[src/rtl/uart_pkg.sv]
// Shared constants and FSM state encoding for the UART RX packet loader.
package uart_pkg;

    localparam int UART_BYTE_W = 8;
    localparam int UART_WORD_W = 32;

    localparam logic [UART_BYTE_W-1:0] UART_SYNC_BYTE = 8'hA5;

    typedef enum logic [2:0] {
        ST_IDLE    = 3'd0,
        ST_CMD     = 3'd1,
        ST_ADDR_HI = 3'd2,
        ST_ADDR_LO = 3'd3,
        ST_LEN     = 3'd4,
        ST_DATA    = 3'd5,
        ST_CHK     = 3'd6
    } uart_state_e;

endpackage

[src/rtl/uart_rx_word_packer.sv]
// Packs little-endian payload bytes into 32-bit words; exposes the word that
// the current byte completes so the caller can register it in the same cycle.
module uart_rx_word_packer
    import uart_pkg::*;
(
    input  logic                   clock,
    input  logic                   reset,
    input  logic                   clear,
    input  logic                   byte_valid,
    input  logic [UART_BYTE_W-1:0] byte_in,
    output logic [UART_WORD_W-1:0] word_next,
    output logic                   word_ready
);

    logic [UART_WORD_W-1:0] shift_reg;
    logic [1:0]             byte_cnt_reg;

    // New bytes enter at the top, so the first byte ends up in bits [7:0].
    assign word_next  = {byte_in, shift_reg[UART_WORD_W-1:UART_BYTE_W]};
    assign word_ready = byte_valid && !clear && (byte_cnt_reg == 2'd3);

    always_ff @(posedge clock or posedge reset) begin
        if (reset) begin
            shift_reg    <= '0;
            byte_cnt_reg <= 2'd0;
        end else if (clear) begin
            shift_reg    <= '0;
            byte_cnt_reg <= 2'd0;
        end else if (byte_valid) begin
            shift_reg    <= word_next;
            byte_cnt_reg <= byte_cnt_reg + 2'd1;
        end
    end

endmodule

[src/rtl/uart_rx_pkt_loader.sv]
// Framed packet parser: SYNC, CMD, BASE_HI, BASE_LO, LEN, LEN*4 payload [, CHK].
// Checksum byte and its check exist only when UART_RX_PKT_CHECKSUM_EN is defined.
module uart_rx_pkt_loader
    import uart_pkg::*;
#(
    parameter int                   ADDR_W      = 12,
    parameter int                   TIMEOUT_CYC = 50000,
    parameter logic [UART_BYTE_W-1:0] SYNC_BYTE = UART_SYNC_BYTE
) (
    input  logic                   clock,
    input  logic                   reset,
    input  logic                   rx_done_sig,
    input  logic [UART_BYTE_W-1:0] rx_data,
    output logic                   wr_en,
    output logic [ADDR_W-1:0]      wr_addr,
    output logic [UART_WORD_W-1:0] wr_data,
    output logic [UART_BYTE_W-1:0] pkt_cmd,
    output logic                   busy,
    output logic                   pkt_done,
    output logic                   pkt_err
);

    localparam logic [2:0] S_IDLE    = ST_IDLE;
    localparam logic [2:0] S_CMD     = ST_CMD;
    localparam logic [2:0] S_ADDR_HI = ST_ADDR_HI;
    localparam logic [2:0] S_ADDR_LO = ST_ADDR_LO;
    localparam logic [2:0] S_LEN     = ST_LEN;
    localparam logic [2:0] S_DATA    = ST_DATA;
`ifdef UART_RX_PKT_CHECKSUM_EN
    localparam logic [2:0] S_CHK     = ST_CHK;
`endif

    localparam int CNT_W = $clog2(TIMEOUT_CYC + 1);

    logic                   rx_prev_reg;
    logic                   byte_edge;
    logic [2:0]             state_reg;
    logic [UART_BYTE_W-1:0] base_hi_reg;
    logic [ADDR_W-1:0]      addr_reg;
    logic [UART_BYTE_W-1:0] len_reg;
    logic [UART_BYTE_W-1:0] word_cnt_reg;
    logic [CNT_W-1:0]       idle_cnt_reg;
    logic                   timeout_hit;
    logic                   last_word;
    logic                   packer_clear;
    logic                   packer_valid;
    logic [UART_WORD_W-1:0] packer_word;
    logic                   packer_ready;
    logic [2*UART_BYTE_W+ADDR_W-1:0] base_ext;
`ifdef UART_RX_PKT_CHECKSUM_EN
    logic [UART_BYTE_W-1:0] chk_reg;
`endif

    assign byte_edge    = rx_done_sig && !rx_prev_reg;
    // A byte arriving in the expiry cycle takes priority over the timeout.
    assign timeout_hit  = (state_reg != S_IDLE) && !byte_edge &&
                          (idle_cnt_reg == CNT_W'(TIMEOUT_CYC - 1));
    assign last_word    = (word_cnt_reg == (len_reg - 8'd1));
    assign packer_clear = (state_reg != S_DATA) || timeout_hit;
    assign packer_valid = byte_edge && (state_reg == S_DATA);
    assign base_ext     = {{ADDR_W{1'b0}}, base_hi_reg, rx_data};

    uart_rx_word_packer u_packer (
        .clock      (clock),
        .reset      (reset),
        .clear      (packer_clear),
        .byte_valid (packer_valid),
        .byte_in    (rx_data),
        .word_next  (packer_word),
        .word_ready (packer_ready)
    );

    always_ff @(posedge clock or posedge reset) begin
        if (reset) begin
            rx_prev_reg  <= 1'b0;
            idle_cnt_reg <= '0;
        end else begin
            rx_prev_reg <= rx_done_sig;
            if (byte_edge || (state_reg == S_IDLE))
                idle_cnt_reg <= '0;
            else
                idle_cnt_reg <= idle_cnt_reg + CNT_W'(1);
        end
    end

    always_ff @(posedge clock or posedge reset) begin
        if (reset) begin
            state_reg    <= S_IDLE;
            base_hi_reg  <= '0;
            addr_reg     <= '0;
            len_reg      <= '0;
            word_cnt_reg <= '0;
            wr_en        <= 1'b0;
            wr_addr      <= '0;
            wr_data      <= '0;
            pkt_cmd      <= '0;
            busy         <= 1'b0;
            pkt_done     <= 1'b0;
            pkt_err      <= 1'b0;
`ifdef UART_RX_PKT_CHECKSUM_EN
            chk_reg      <= '0;
`endif
        end else begin
            wr_en    <= 1'b0;
            pkt_done <= 1'b0;
            pkt_err  <= 1'b0;
            if (timeout_hit) begin
                state_reg <= S_IDLE;
                busy      <= 1'b0;
                pkt_err   <= 1'b1;
            end else if (byte_edge) begin
                case (state_reg)
                    S_IDLE: begin
                        if (rx_data == SYNC_BYTE) begin
                            state_reg <= S_CMD;
                            busy      <= 1'b1;
                        end
                    end
                    S_CMD: begin
                        pkt_cmd   <= rx_data;
                        state_reg <= S_ADDR_HI;
`ifdef UART_RX_PKT_CHECKSUM_EN
                        chk_reg   <= rx_data;
`endif
                    end
                    S_ADDR_HI: begin
                        base_hi_reg <= rx_data;
                        state_reg   <= S_ADDR_LO;
`ifdef UART_RX_PKT_CHECKSUM_EN
                        chk_reg     <= chk_reg ^ rx_data;
`endif
                    end
                    S_ADDR_LO: begin
                        addr_reg  <= base_ext[ADDR_W-1:0];
                        state_reg <= S_LEN;
`ifdef UART_RX_PKT_CHECKSUM_EN
                        chk_reg   <= chk_reg ^ rx_data;
`endif
                    end
                    S_LEN: begin
`ifdef UART_RX_PKT_CHECKSUM_EN
                        chk_reg <= chk_reg ^ rx_data;
`endif
                        if (rx_data == 8'd0) begin
                            state_reg <= S_IDLE;
                            busy      <= 1'b0;
                            pkt_err   <= 1'b1;
                        end else begin
                            len_reg      <= rx_data;
                            word_cnt_reg <= '0;
                            state_reg    <= S_DATA;
                        end
                    end
                    S_DATA: begin
`ifdef UART_RX_PKT_CHECKSUM_EN
                        chk_reg <= chk_reg ^ rx_data;
`endif
                        if (packer_ready) begin
                            wr_en        <= 1'b1;
                            wr_addr      <= addr_reg;
                            wr_data      <= packer_word;
                            addr_reg     <= addr_reg + ADDR_W'(1);
                            word_cnt_reg <= word_cnt_reg + 8'd1;
                            if (last_word) begin
`ifdef UART_RX_PKT_CHECKSUM_EN
                                state_reg <= S_CHK;
`else
                                state_reg <= S_IDLE;
                                busy      <= 1'b0;
                                pkt_done  <= 1'b1;
`endif
                            end
                        end
                    end
`ifdef UART_RX_PKT_CHECKSUM_EN
                    S_CHK: begin
                        state_reg <= S_IDLE;
                        busy      <= 1'b0;
                        if (rx_data == chk_reg)
                            pkt_done <= 1'b1;
                        else
                            pkt_err  <= 1'b1;
                    end
`endif
                    default: begin
                        state_reg <= S_IDLE;
                        busy      <= 1'b0;
                    end
                endcase
            end
        end
    end

endmodule
[config.mk]
export PLATFORM = sky130hd
export DESIGN_NAME = uart_rx_pkt_loader
export DESIGN_NICKNAME = d
export VERILOG_FILES = /design/src/rtl/uart_pkg.sv /design/src/rtl/uart_rx_word_packer.sv /design/src/rtl/uart_rx_pkt_loader.sv
export SDC_FILE = /design/constraint.sdc
export NUM_CORES = 1
export LEC_CHECK = 0
export CAP_MARGIN = 5
export CORE_MARGIN = 3
export CORE_UTILIZATION = 45
export CTS_CLUSTER_DIAMETER = 200
export DETAILED_ROUTE_END_ITERATION = 6
export GPL_ROUTABILITY_DRIVEN = 0
export PLACE_DENSITY = 0.69
export SLEW_MARGIN = 15
export SYNTH_ARGS = -nofsm -noshare
export SYNTH_HDL_FRONTEND = slang
export SYNTH_SLANG_ARGS = --single-unit
export TNS_END_PERCENT = 50
[constraint.sdc]
create_clock -name clock -period 4.8 [get_ports clock]
set_clock_uncertainty 0.15 [all_clocks]
set_input_delay 0.96 -clock clock [delete_from_list [all_inputs] [get_ports clock]]
set_output_delay 0.96 -clock clock [all_outputs]
set_load 0.02 [all_outputs]
Word level (Yosys, flattened, before mapping) --
Index checks and enable logic that the tools add are counted.
Cells by class: reduce and logical (&&, ||, !) cells 27, equal/unequal tests 17, add/subtract/negate cells 5, bitwise operators 2, multiplexer cells 37
Operator list (number):
- 32-bit two-way mux | 2
- 12-bit case mux with 2 select lines | 1
- 1-bit two-way mux | 19
- 3-bit two-way mux | 6
- 3-bit case mux with 6 select lines | 1
- 16-bit by 1-bit adder with 16-bit output (second input constant) | 1
- 16-bit equality test (second input constant) | 1
- 16-bit two-way mux | 1
- 8-bit two-way mux | 2
- 8-bit case mux with 2 select lines | 1
- 4-bit AND reduction | 4
- 12-bit by 1-bit adder with 12-bit output (second input constant) | 1
- 12-bit two-way mux | 1
- 3-bit inequality test (second input constant) | 4
- 8-bit by 1-bit adder with 8-bit output (second input constant) | 1
- 8-bit equality test | 1
- 8-bit equality test (second input constant) | 1
- 8-bit zero test | 1
- 2-bit nonzero test | 4
- 8-bit by 1-bit subtractor with 8-bit output (second input constant) | 1
- 3-bit by 2-bit equality test with 1-bit output (second input constant) | 2
- 3-bit equality test (second input constant) | 2
- 1-bit logical AND | 6
- 3-bit AND reduction | 2
- 16 further kinds | 22
Storage, ports and cells: output and inout port bits 56, word-level logic and storage cells 104, input port bits 11, register bits after elaboration 142

Longest topological paths before layout --
depth after elaboration 13, gate-level depth with buffers 8, depth with buffers taken out 7

Hierarchy --
A second synthesis with hierarchy kept.
Second synthesis, totals: cell total of the unflattened synthesis 540, area total of the unflattened synthesis 6127.1 µm²
By module, submodules not included:
- uart_rx_pkt_loader | area an instance 4967.3 µm², cells an instance 444, times used 1, seq. area each 2702.6 µm²
- uart_rx_word_packer | area an instance 1159.9 µm², cells an instance 96, times used 1, seq. area each 650.6 µm²

Least setup slack after synthesis --
No wires, ideal clock.
path type input port to flip-flop, start input rx_data[7], end register word_cnt_reg[5], buffers on the path 0, setup slack 2.368 ns, stages 5, data arrival time 2.160 ns, setup time 0.121 ns, data required time 4.529 ns, cell sequence or4_1 > o31ai_4 > nor4_1 > xnor2_1 > nor2_1
On the way: longest elaborated chain between the ends 3
RTL lines:
- from (decl) | RTL line uart_rx_pkt_loader.sv:13 | input logic [UART_BYTE_W-1:0] rx_data,
- 8-bit zero test | RTL line uart_rx_pkt_loader.sv:144 | if (rx_data == 8'd0) begin
- 2-bit inequality test (no source line)
- 5-bit AND reduction (no source line)
- to (signal assigned) | RTL line uart_rx_pkt_loader.sv:163 | word_cnt_reg <= word_cnt_reg + 8'd1;
- to (decl) | RTL line uart_rx_pkt_loader.sv:41 | logic [UART_BYTE_W-1:0] word_cnt_reg;
Every way passes these cells. A chain may end at the register's enable or synchronous reset.

Worst setup path in the final report --
start input rx_done_sig, end register wr_data[21]
On the way: longest elaborated chain between the ends 9, elaborated cells between the ends (all ways) 11, those cells by class bitwise (1); reduce/logical (10)
RTL lines:
- from (decl) | RTL line uart_rx_pkt_loader.sv:12 | input logic rx_done_sig,
- 1-bit logical AND (*) | RTL line uart_rx_pkt_loader.sv:54 | assign byte_edge = rx_done_sig && !rx_prev_reg;
- 1-bit zero test | RTL line uart_rx_pkt_loader.sv:56 | assign timeout_hit = (state_reg != S_IDLE) && !byte_edge &&
- 1-bit logical AND (2 in series) | RTL line uart_rx_pkt_loader.sv:56
- 1-bit logical OR | RTL line uart_rx_pkt_loader.sv:59 | assign packer_clear = (state_reg != S_DATA) || timeout_hit;
- 1-bit zero test | RTL line uart_rx_word_packer.sv:20 | assign word_ready = byte_valid && !clear && (byte_cnt_reg == 2'd3);
- 1-bit logical AND (2 in series) | RTL line uart_rx_word_packer.sv:20
- 4-bit AND reduction (no source line) (*)
- to (signal assigned) | RTL line uart_rx_pkt_loader.sv:161 | wr_data <= packer_word;
- to (decl) | RTL line uart_rx_pkt_loader.sv:16 | output logic [UART_WORD_W-1:0] wr_data,
Mark *: on every way between the ends. The rest lies on a longest branch, timed or not.

==> impl_metrics.csv <==
group,metric,value,unit
synthesis,ys_types,62,
timing,worst_pin_slew,1.017,ns
global_routing,antenna_found_initial,0,
place,post_dp_cell_area,0.006758,mm²
job,maxCapViolCount,0,
synthesis,ys_ff_latch,134,
cts,htree_levels,4,
critical_path,required,4.95,ns
timing,finalSetupTns,0,ns
cts,cts_resized,0,
final_layout,largest_reg_flops,32,
pwr,ir_drop,229.7,µV
cts,cts.path.max_buffers,2,
die,core_region_area,0.01282,mm²
die,num_io_pins,67,
synthesis,synth_edf_count,0,
die,fp-row-count,41,
cts,cts_buffers,17,
synthesis,synthCells,500,
die,die-area,0.01473,mm²
die,die_h,121.4,µm
synthesis,synth_area,0.005991,mm²
place,placedCellCount,713,
critical_path,crit_fanout,24,
final_layout,syn_to_final_growth,22.91,%
final_layout,nets,576,
timing,final_max_slew_viol_count,0,
min_path,hold_path.class,"flop to flop",
timing,fmax,315.9,MHz
timing,rsz0062_at_grt,"no",
timing,relSlewSlack,0.3214,
timing,setup_violations,0,
pwr,p_leak,3.310,nW
place,place_hpwl,8377,µm
pwr,total_power,3.471,mW
timing,timing.final.crit_share,0.6595,
die,die_x,121.4,µm
cts,worstSkewPairLatency,0.42,ns
final_layout,final_cell_mix,"134 x dfrtp_1, 66 x clkdlybuf4s50_1, 63 x mux2_2",
routing,routed_wl,12670,µm
synthesis,synth.avg_cell_area,11.98,µm²
global_routing,grt_pass1_vias,4149,
final_layout,drive_above_1_share,0.1941,
final_layout,final_cell_count_no_fill,744,
pwr,powerDensity,471.4,mW/mm²
critical_path,slowest_delay,0.65,ns
final_layout,antenna_cells,0,
critical_path,crit_chain,"clkdlybuf4s50_1 > nand4bb_2 > nor2_4 > buf_4 > mux2_2",
timing,hold_viol,0,
synthesis,syn_nets,516,
critical_path,critPathLaunchType,"input port",
final_layout,design_area,0.007363,mm²
cts,hold_buffers,0,
routing,detail_route.vias_per_cell,5.565,
routing,routedWlPerCell,17.02,µm
routing,drtPass1Iterations,5,
critical_path,critPathArrivalTime,3.31,ns
cts,clockRootBuffer,"clkbuf_16",
global_routing,grt_pass1_wl,21250,µm
die,start_util,0.4671,
cts,cts.sinks,134,
place,portBuffers,66,
synthesis,ys.flop_type,"dfrtp_1",
global_routing,grt_usage,0.1836,
timing,fin_crit,3.166,ns
routing,postRouteAntennaNets,0,
timing,holdWs,0.3142,ns
cts,post_cts_buffers,0,
cts,clkSlewWorstSetupHoldPaths,0.05,ns
status,outcome,"completed",
routing,vias,4140,
global_routing,grt_max_degree,88,
synthesis,ys_warn_count,0,
final_layout,layout_commonest_cell,"dfrtp_1",
routing,drt_iter0_markers,376,
critical_path,critical_path_class,"input port to flop",
routing,drc,0,
global_routing,overflow,0,
critical_path,cp-end-kind,"flop",
critical_path,cp_slowest_cell,"nor2_4",
cts,cts_tree,"yes",
synthesis,ys_seq_area_frac,0.5597,
synthesis,async_reset_ff_frac,1.000,
## Yosys cell counts (all sizes together) (10+ instances only)
library cell | count | area [µm²]
a21oi | 15 | 75.07
dfrtp | 134 | 3353
nand3 | 12 | 60.06
nor2 | 44 | 177.7
xnor2 | 19 | 166.4
o21ai | 22 | 110.1
nand2 | 20 | 77.58
buf | 19 | 116.4
a22o | 25 | 219.0
mux2 | 63 | 709.4
clkbuf | 10 | 37.54
inv | 10 | 37.54
nor3 | 12 | 65.06
## cell type report
cell class | instances | area (µm²)
inverter | 10 | 40.04
timing repair buffer | 70 | 703.2
sequential | 134 | 3353
fill | 1074 | 5461
multi-input combinational | 327 | 2446
clock buffer | 20 | 456.7
tap | 172 | 215.2
clock inverter | 11 | 148.9
## metrics by stage
stage,setup WS [ns],util
CTS,1.610,0.5741
global route,1.468,0.5741
finish,1.634,0.5741
global placement,1.239,0.5269
floorplan,0.1072,-
detailed placement,1.178,0.5269
## worst paths after layout
kind                       depth (start not counted)          endpoint  slack [ns]            start
min                                                1   idle_cnt_reg[0]        0.31  idle_cnt_reg[0]
max reg2reg                                        4       wr_data[21]        2.05     state_reg[1]
min in group asynchronous                          2  idle_cnt_reg[14]        0.82            reset
max in group asynchronous                          3        len_reg[3]        2.81            reset
max                                                5       wr_data[21]        1.63      rx_done_sig
min reg2reg                                        1   idle_cnt_reg[0]        0.31  idle_cnt_reg[0]
## report_power, final
part | switching, mW | internal (mW) | total (mW)
clock | 0.479 | 0.842 | 1.32
combinational | 0.422 | 0.316 | 0.738
sequential | 0.150 | 1.26 | 1.41
## metal layers
layer,GRT usage,up-vias,share of wire
met5,0,-,0
met1,0.2381,2101,0.44
li1,-,1928,-
met3,0.05408,17,0.048
met4,0.06443,0,0.015
met2,0.2943,94,0.49
## kinds of logic (layout without fill, tap and decap cells)
group           count (synthesis)  after routing  synth area share
buf+inv                        39            111           0.03196
mux                            64             64            0.1201
xor+xnor                       26             26           0.03801
fa+ha+maj                       5              5           0.01044
flops                         134            134            0.5597
compound gates                 95             95            0.1153
simple gates                  137            137            0.1245
## critical path, delay by kind of cell
kind	cells	cell delay [ns]
multiplexers	1	0.38
buffers and inverters	2	0.95
AND/OR/NAND/NOR	2	0.99
(Power assumes the default switching activity.)
==> RTL edit 1 (config.mk and constraints unchanged) <==
Build with the macro `UART_RX_PKT_CHECKSUM_EN` defined.
--- a/src/rtl/uart_rx_pkt_loader.sv
+++ b/src/rtl/uart_rx_pkt_loader.sv
@@ -1,5 +1,7 @@
 // Framed packet parser: SYNC, CMD, BASE_HI, BASE_LO, LEN, LEN*4 payload [, CHK].
 // Checksum byte and its check exist only when UART_RX_PKT_CHECKSUM_EN is defined.
+`define UART_RX_PKT_CHECKSUM_EN
+
 module uart_rx_pkt_loader
     import uart_pkg::*;
 #(
Function: same outputs for any inputs over 10 cycles, from zero or initial values and one cycle with reset high; that may be too few to reach the edited logic, so the function may still have changed.
==> RTL edit 1 against the original RTL <==
Cell area rose by 7.8%. Sequential cell count rose by 8. Non-clock buffer count rose by 7. Critical path depth rose by 2. Wire length rose by 19%. Worst setup slack got worse by 0.057 ns. Global-route usage rose by 0.82 points. Via count rose by 17%. Power rose by 15%. Sequential share of layout area fell by 0.79 points. Area after synthesis rose by 9.3%. Critical path type unchanged. Highest routed layer unchanged.
==> RTL edit 1: results (changes against the original RTL) <==
The share of final-layout standard cells stronger than drive strength 1 was 16.39% (-3.0 points). The later-pin clock latency in the skew report is approximately 0.4 ns. The met1 global-route usage came out at 26.84% (+3.0 points). The level count of the clock H-tree is 4 (unchanged). The cell count after synthesis is 596 (+19%).

The count of nets after finishing is 670 (+16%). The detailed route wirelength on metal2 is 7170 um (+15%). After synthesis, the cell types taking the most area are dfrtp_1 (54%), mux2_2 (10%), a21oi_1 (3.4%).

The global router's overall resource usage is 19.18% (+0.82 points). The post-synthesis cell type count came out at 53 (-15%). The number of flip-flops in the largest register came to 32 (unchanged). The run finished with clean final reports. The via density per instance was 5.728 (+2.9%).

The critical path launch point is rx_data[3]. The clock buffer count from CTS came out at 17 (unchanged). The first-iteration detailed-routing DRC count was 343 (-8.8%). The worst slew slack as a fraction of its limit is 30.69% (-1.4 points).

The post-detailed-routing wire length is 15010 um (+19%). The most frequently used flop master after synthesis is dfrtp_1. The count of cells resized by post-cts repair is 0 (unchanged).

The diode insertion count for antenna repair came out at 0 (unchanged). Sorting the synthesized cells by how often they occur yields dfrtp_1 (142), mux2_2 (58), nor2_1 (48), nand2_1 (46), a21oi_1 (44). The share of async-settable or async-resettable flops after synthesis is 100.0% (unchanged). In this run the critical register-to-register path is launched from state_reg[2]. The total iterations of the first detailed-routing run is 5 (unchanged). The HPWL reported at the end of detailed placement is 9817 um (+17%). The sequential-to-total area share from yosys stat is 54.26% (-1.7 points). The routed metal-1 wire length is 6804 um (+21%). The largest buffer count on any clock path came out at 2 (unchanged).

The largest driver fanout on the critical path came out at 11 (-54%). The cell sitting at the root of the clock tree is a clkbuf_16. The worst hold path begins at base_hi_reg[0]. The initial antenna violation count was 0 (unchanged). The area after detailed placement is 7341 sq um (+8.6%). The via count of the first global-routing pass is 4829 (+16%).

The total leakage power was 0.003558 uW (+7.5%). The met2 usage came out at 29.79% (+0.36 points). The met3 layer usage reported by global route is 5.221% (-0.19 points). After clock tree synthesis, the clock-pin slew on the worst setup and hold paths is approximately 0.06 ns. The total of warnings raised by yosys is 0 (unchanged). The count of input and output buffers is 66 (unchanged).

The total of fill cells in the finished design is 1148 (+6.9%). The number of setup buffers added after CTS came out at 0 (unchanged). The synthesis-to-finish area growth came out at 21.25%. The path class of the tightest hold or removal check is reg -> reg.

The met3 routed wirelength is 903 um (+49%). The worst supply voltage drop on vdd is 0.0002971 V (+29%). The final routed wire length divided by cell count is 17.76 um (+4.3%).

The post-synth net total is 612 (+19%). The first-pass GRT wire length is 24870 um (+17%). The placement-stage worst setup slack is 1.167 ns (-0.01096 ns).

The maximum number of pins on one net before global-route repair is 62 (-30%). The cell count after placement was 815 (+14%). The uppermost layer routed is met4. The data arrival time of the critical path came out at 3.37 ns (+0.06 ns).
## RTL edit 1: cell count changes in the layout (fill, tap and decap cells not counted), moves of 5 or more
cell      before  now
a21oi_1       15   44
buf_4          3   10
dfrtp_1      134  142
mux2_2        63   58
nand2_1       19   46
nor2_1        41   48
nor3_1        11    4
o21ai_0       18   31
o221ai_1       0   13
o22a_1         7    0
o22ai_1        0    7
xor2_1         7   15
## RTL edit 1: final cells by class
class                           count  share of cell area (%)
Sequential cell                   142                   44.75
Inverter                           13                  0.6618
Multi-Input combinational cell    403                   34.68
Clock inverter                      6                   1.355
Timing Repair Buffer               77                   9.518
Clock buffer                       24                   6.193
Tap cell                          180                   2.836
## RTL edit 1: critical path: stages
cell and delay [ns]:
clkdlybuf4s50_1 0.68, or4_4 0.66, o21ai_1 0.15, a21oi_1 0.07
or3_1 0.34, a21oi_2 0.16, mux2_1 0.34
## RTL edit 1: power breakdown
part / internal, uW / total [uW] / switching [uW]
registers: 1400 / 1670 / 266
logic: 433 / 995 / 563
clock network: 865 / 1340 / 471
total: 2700 / 4000 / 1300
## RTL edit 1: final timing paths
path | end | slack, ns | cells after the start
worst max-delay path | busy | 1.58 | 7
worst min-delay path | base_hi_reg[0] | 0.34 | 2
worst max register to register | state_reg[1] | 1.94 | 6
worst min register to register | base_hi_reg[0] | 0.34 | 2
max in group asynchronous | chk_reg[0] | 2.54 | 3
min in group asynchronous | wr_data[25] | 0.98 | 2
## RTL edit 1: kinds of logic (layout without fill, tap and decap cells)
logic type	after synthesis	count (layout)	share of synthesized area, %
AO/OA/AOI/OAI	147	147	14.65
XOR/XNOR	31	31	4.146
adder cells (fa/ha/maj)	5	5	0.9553
buffers and inverters	51	120	3.706
flip-flops	142	142	54.26
multiplexers	61	61	10.45
AND/OR/NAND/NOR	159	159	11.83
==> RTL edit 2 (same settings) <==
Made on the original files. Add an input register stage for `rx_done_sig`, without a reset; this delays it by one clock. The other inputs are not delayed to match.
--- a/src/rtl/uart_rx_pkt_loader.sv
+++ b/src/rtl/uart_rx_pkt_loader.sv
@@ -32,6 +32,12 @@
 
     localparam int CNT_W = $clog2(TIMEOUT_CYC + 1);
 
+    logic rx_done_sig_q;
+
+    always_ff @(posedge clock) begin
+        rx_done_sig_q <= rx_done_sig;
+    end
+
     logic                   rx_prev_reg;
     logic                   byte_edge;
     logic [2:0]             state_reg;
@@ -51,7 +57,7 @@
     logic [UART_BYTE_W-1:0] chk_reg;
 `endif
 
-    assign byte_edge    = rx_done_sig && !rx_prev_reg;
+    assign byte_edge    = rx_done_sig_q && !rx_prev_reg;
     // A byte arriving in the expiry cycle takes priority over the timeout.
     assign timeout_hit  = (state_reg != S_IDLE) && !byte_edge &&
                           (idle_cnt_reg == CNT_W'(TIMEOUT_CYC - 1));
@@ -75,7 +81,7 @@
             rx_prev_reg  <= 1'b0;
             idle_cnt_reg <= '0;
         end else begin
-            rx_prev_reg <= rx_done_sig;
+            rx_prev_reg <= rx_done_sig_q;
             if (byte_edge || (state_reg == S_IDLE))
                 idle_cnt_reg <= '0;
             else
Behaviour: not the same (Yosys sat finds a counterexample within 4 cycles, from zero or initial values and one cycle with reset high).
==> RTL edit 2 against the original RTL <==
Count of clock-buffer cells in the layout rose by 1. Global-route usage rose by 0.64 points. Die area stayed put. Sequential cell count grew 1. Worst setup slack gained 0.054 ns. Register-to-register slack got worse by 0.36 ns. Combinational power is 86% higher. Wire length increased by 3.6%. Critical endpoint is now wr_data[25]. Area after synthesis unchanged. Cell area down 0.31%. Power grew 27%. Non-clock buffer count grew 1. First-iteration DRC count fell by 21%.
==> RTL edit 2: results (changes against the original RTL) <==
The sequential group share of total power was 40.3% (-0.4 points). The slowest stage of the critical path is the a21oi_2 cell. The hold-critical path depth is 0 (-1).

In this run the critical register-to-register path is captured at wr_data[25]. The share of async-settable or async-resettable flops after synthesis is 99.26% (-0.74 points). The largest driver fanout on the critical path came out at 32 (+33%).

In this run the critical register-to-register path is launched from state_reg[0]. The transition time at the pin with the least slew margin is 1.102 ns (+0.08511 ns). The synthesis-to-finish area growth came out at 22.54%.

The reg-to-reg setup timing slack is 1.69 ns (-0.36 ns). The first-pass GRT wire length is 21690 um (+2.1%). Among cell families on the critical path, the largest total delay comes from buffers and inverters. The worst supply voltage drop on vdd is 0.0003314 V (+44%). The portion of netlist area occupied by mux cells is 12.39% (+0.38 points). The flow ran to the end, and the final reports show no timing, DRC or antenna violations. The first-iteration detailed-routing DRC count is 298 (-21%). The post-synthesis compound-gate area fraction is 11.11% (-0.42 points).

The switching component of the power came out at 1458 uW (+39%). The end point of the most critical hold path is rx_prev_reg. The post-detailed-routing wire length is 13120 um (+3.6%). The commonest cells after synthesis are dfrtp_1 (134), mux2_2 (65), nor2_1 (39), a22o_1 (26), nand2_1 (26). The post-synthesis cell type count came out at 58 (-6.5%). Yosys attributes the largest share of cell area to dfrtp_1 (56%), mux2_2 (12%), a22o_1 (3.8%). The maximum number of pins on one net before global-route repair is 65 (-26%). The via density per instance came out at 5.534 (-0.55%).
[RTL edit 2: final cells by class]
type                    instances  share of cell area (%)
inverters                       5                  0.2898
well taps                     172                   2.932
repair buffers                 71                   9.511
flip-flops and latches        135                   45.95
clock inverters                11                   1.670
clock buffers                  21                   6.136
multi-input cells             340                   33.51
[RTL edit 2: layer usage]
layer | share of wire [%] | up-vias | global-route usage (%)
li1 | - | 1963 | -
met1 | 46 | 2134 | 25.70
met2 | 49 | 73 | 29.50
met3 | 3.9 | 8 | 5.734
met4 | 0.72 | 0 | 6.022
met5 | 0 | - | 0
[RTL edit 2: how the worst max path moves through the flow]
stage                  from          end  cells after the start  slack (ns)
2_1_floorplan         reset  addr_reg[0]                      1        0.11
3_3_place_gp     rx_data[1]         busy                      6        1.43
3_5_place_dp     rx_data[1]         busy                      6        1.42
4_1_cts        state_reg[0]  wr_data[11]                      6        1.63
5_1_grt        state_reg[0]  wr_data[11]                      6        1.41
6_report       state_reg[0]  wr_data[25]                      6        1.69
[RTL edit 2: cell families (layout without fill, tap and decap cells)]
kind of cell | count (synthesis) | count (layout)
muxes | 66 | 66
adders and majority gates | 5 | 5
xor gates and xnor gates | 26 | 26
AOI/OAI and AO/OA | 97 | 97
buffers and inverters | 35 | 108
DFF | 135 | 135
and+or+nand+nor | 146 | 146
[RTL edit 2: metrics by stage]
stage	worst slack [ns]	instances	power, uW	hold slack, ns
after CTS	1.630	755	4438	0.2364
after global routing	1.406	755	4643	0.2405
after floorplan	0.1072	510	2585	0.2037
after global placement	1.430	723	3115	0.2255
final	1.688	755	4397	0.2310
after detailed placement	1.416	723	3163	0.2296
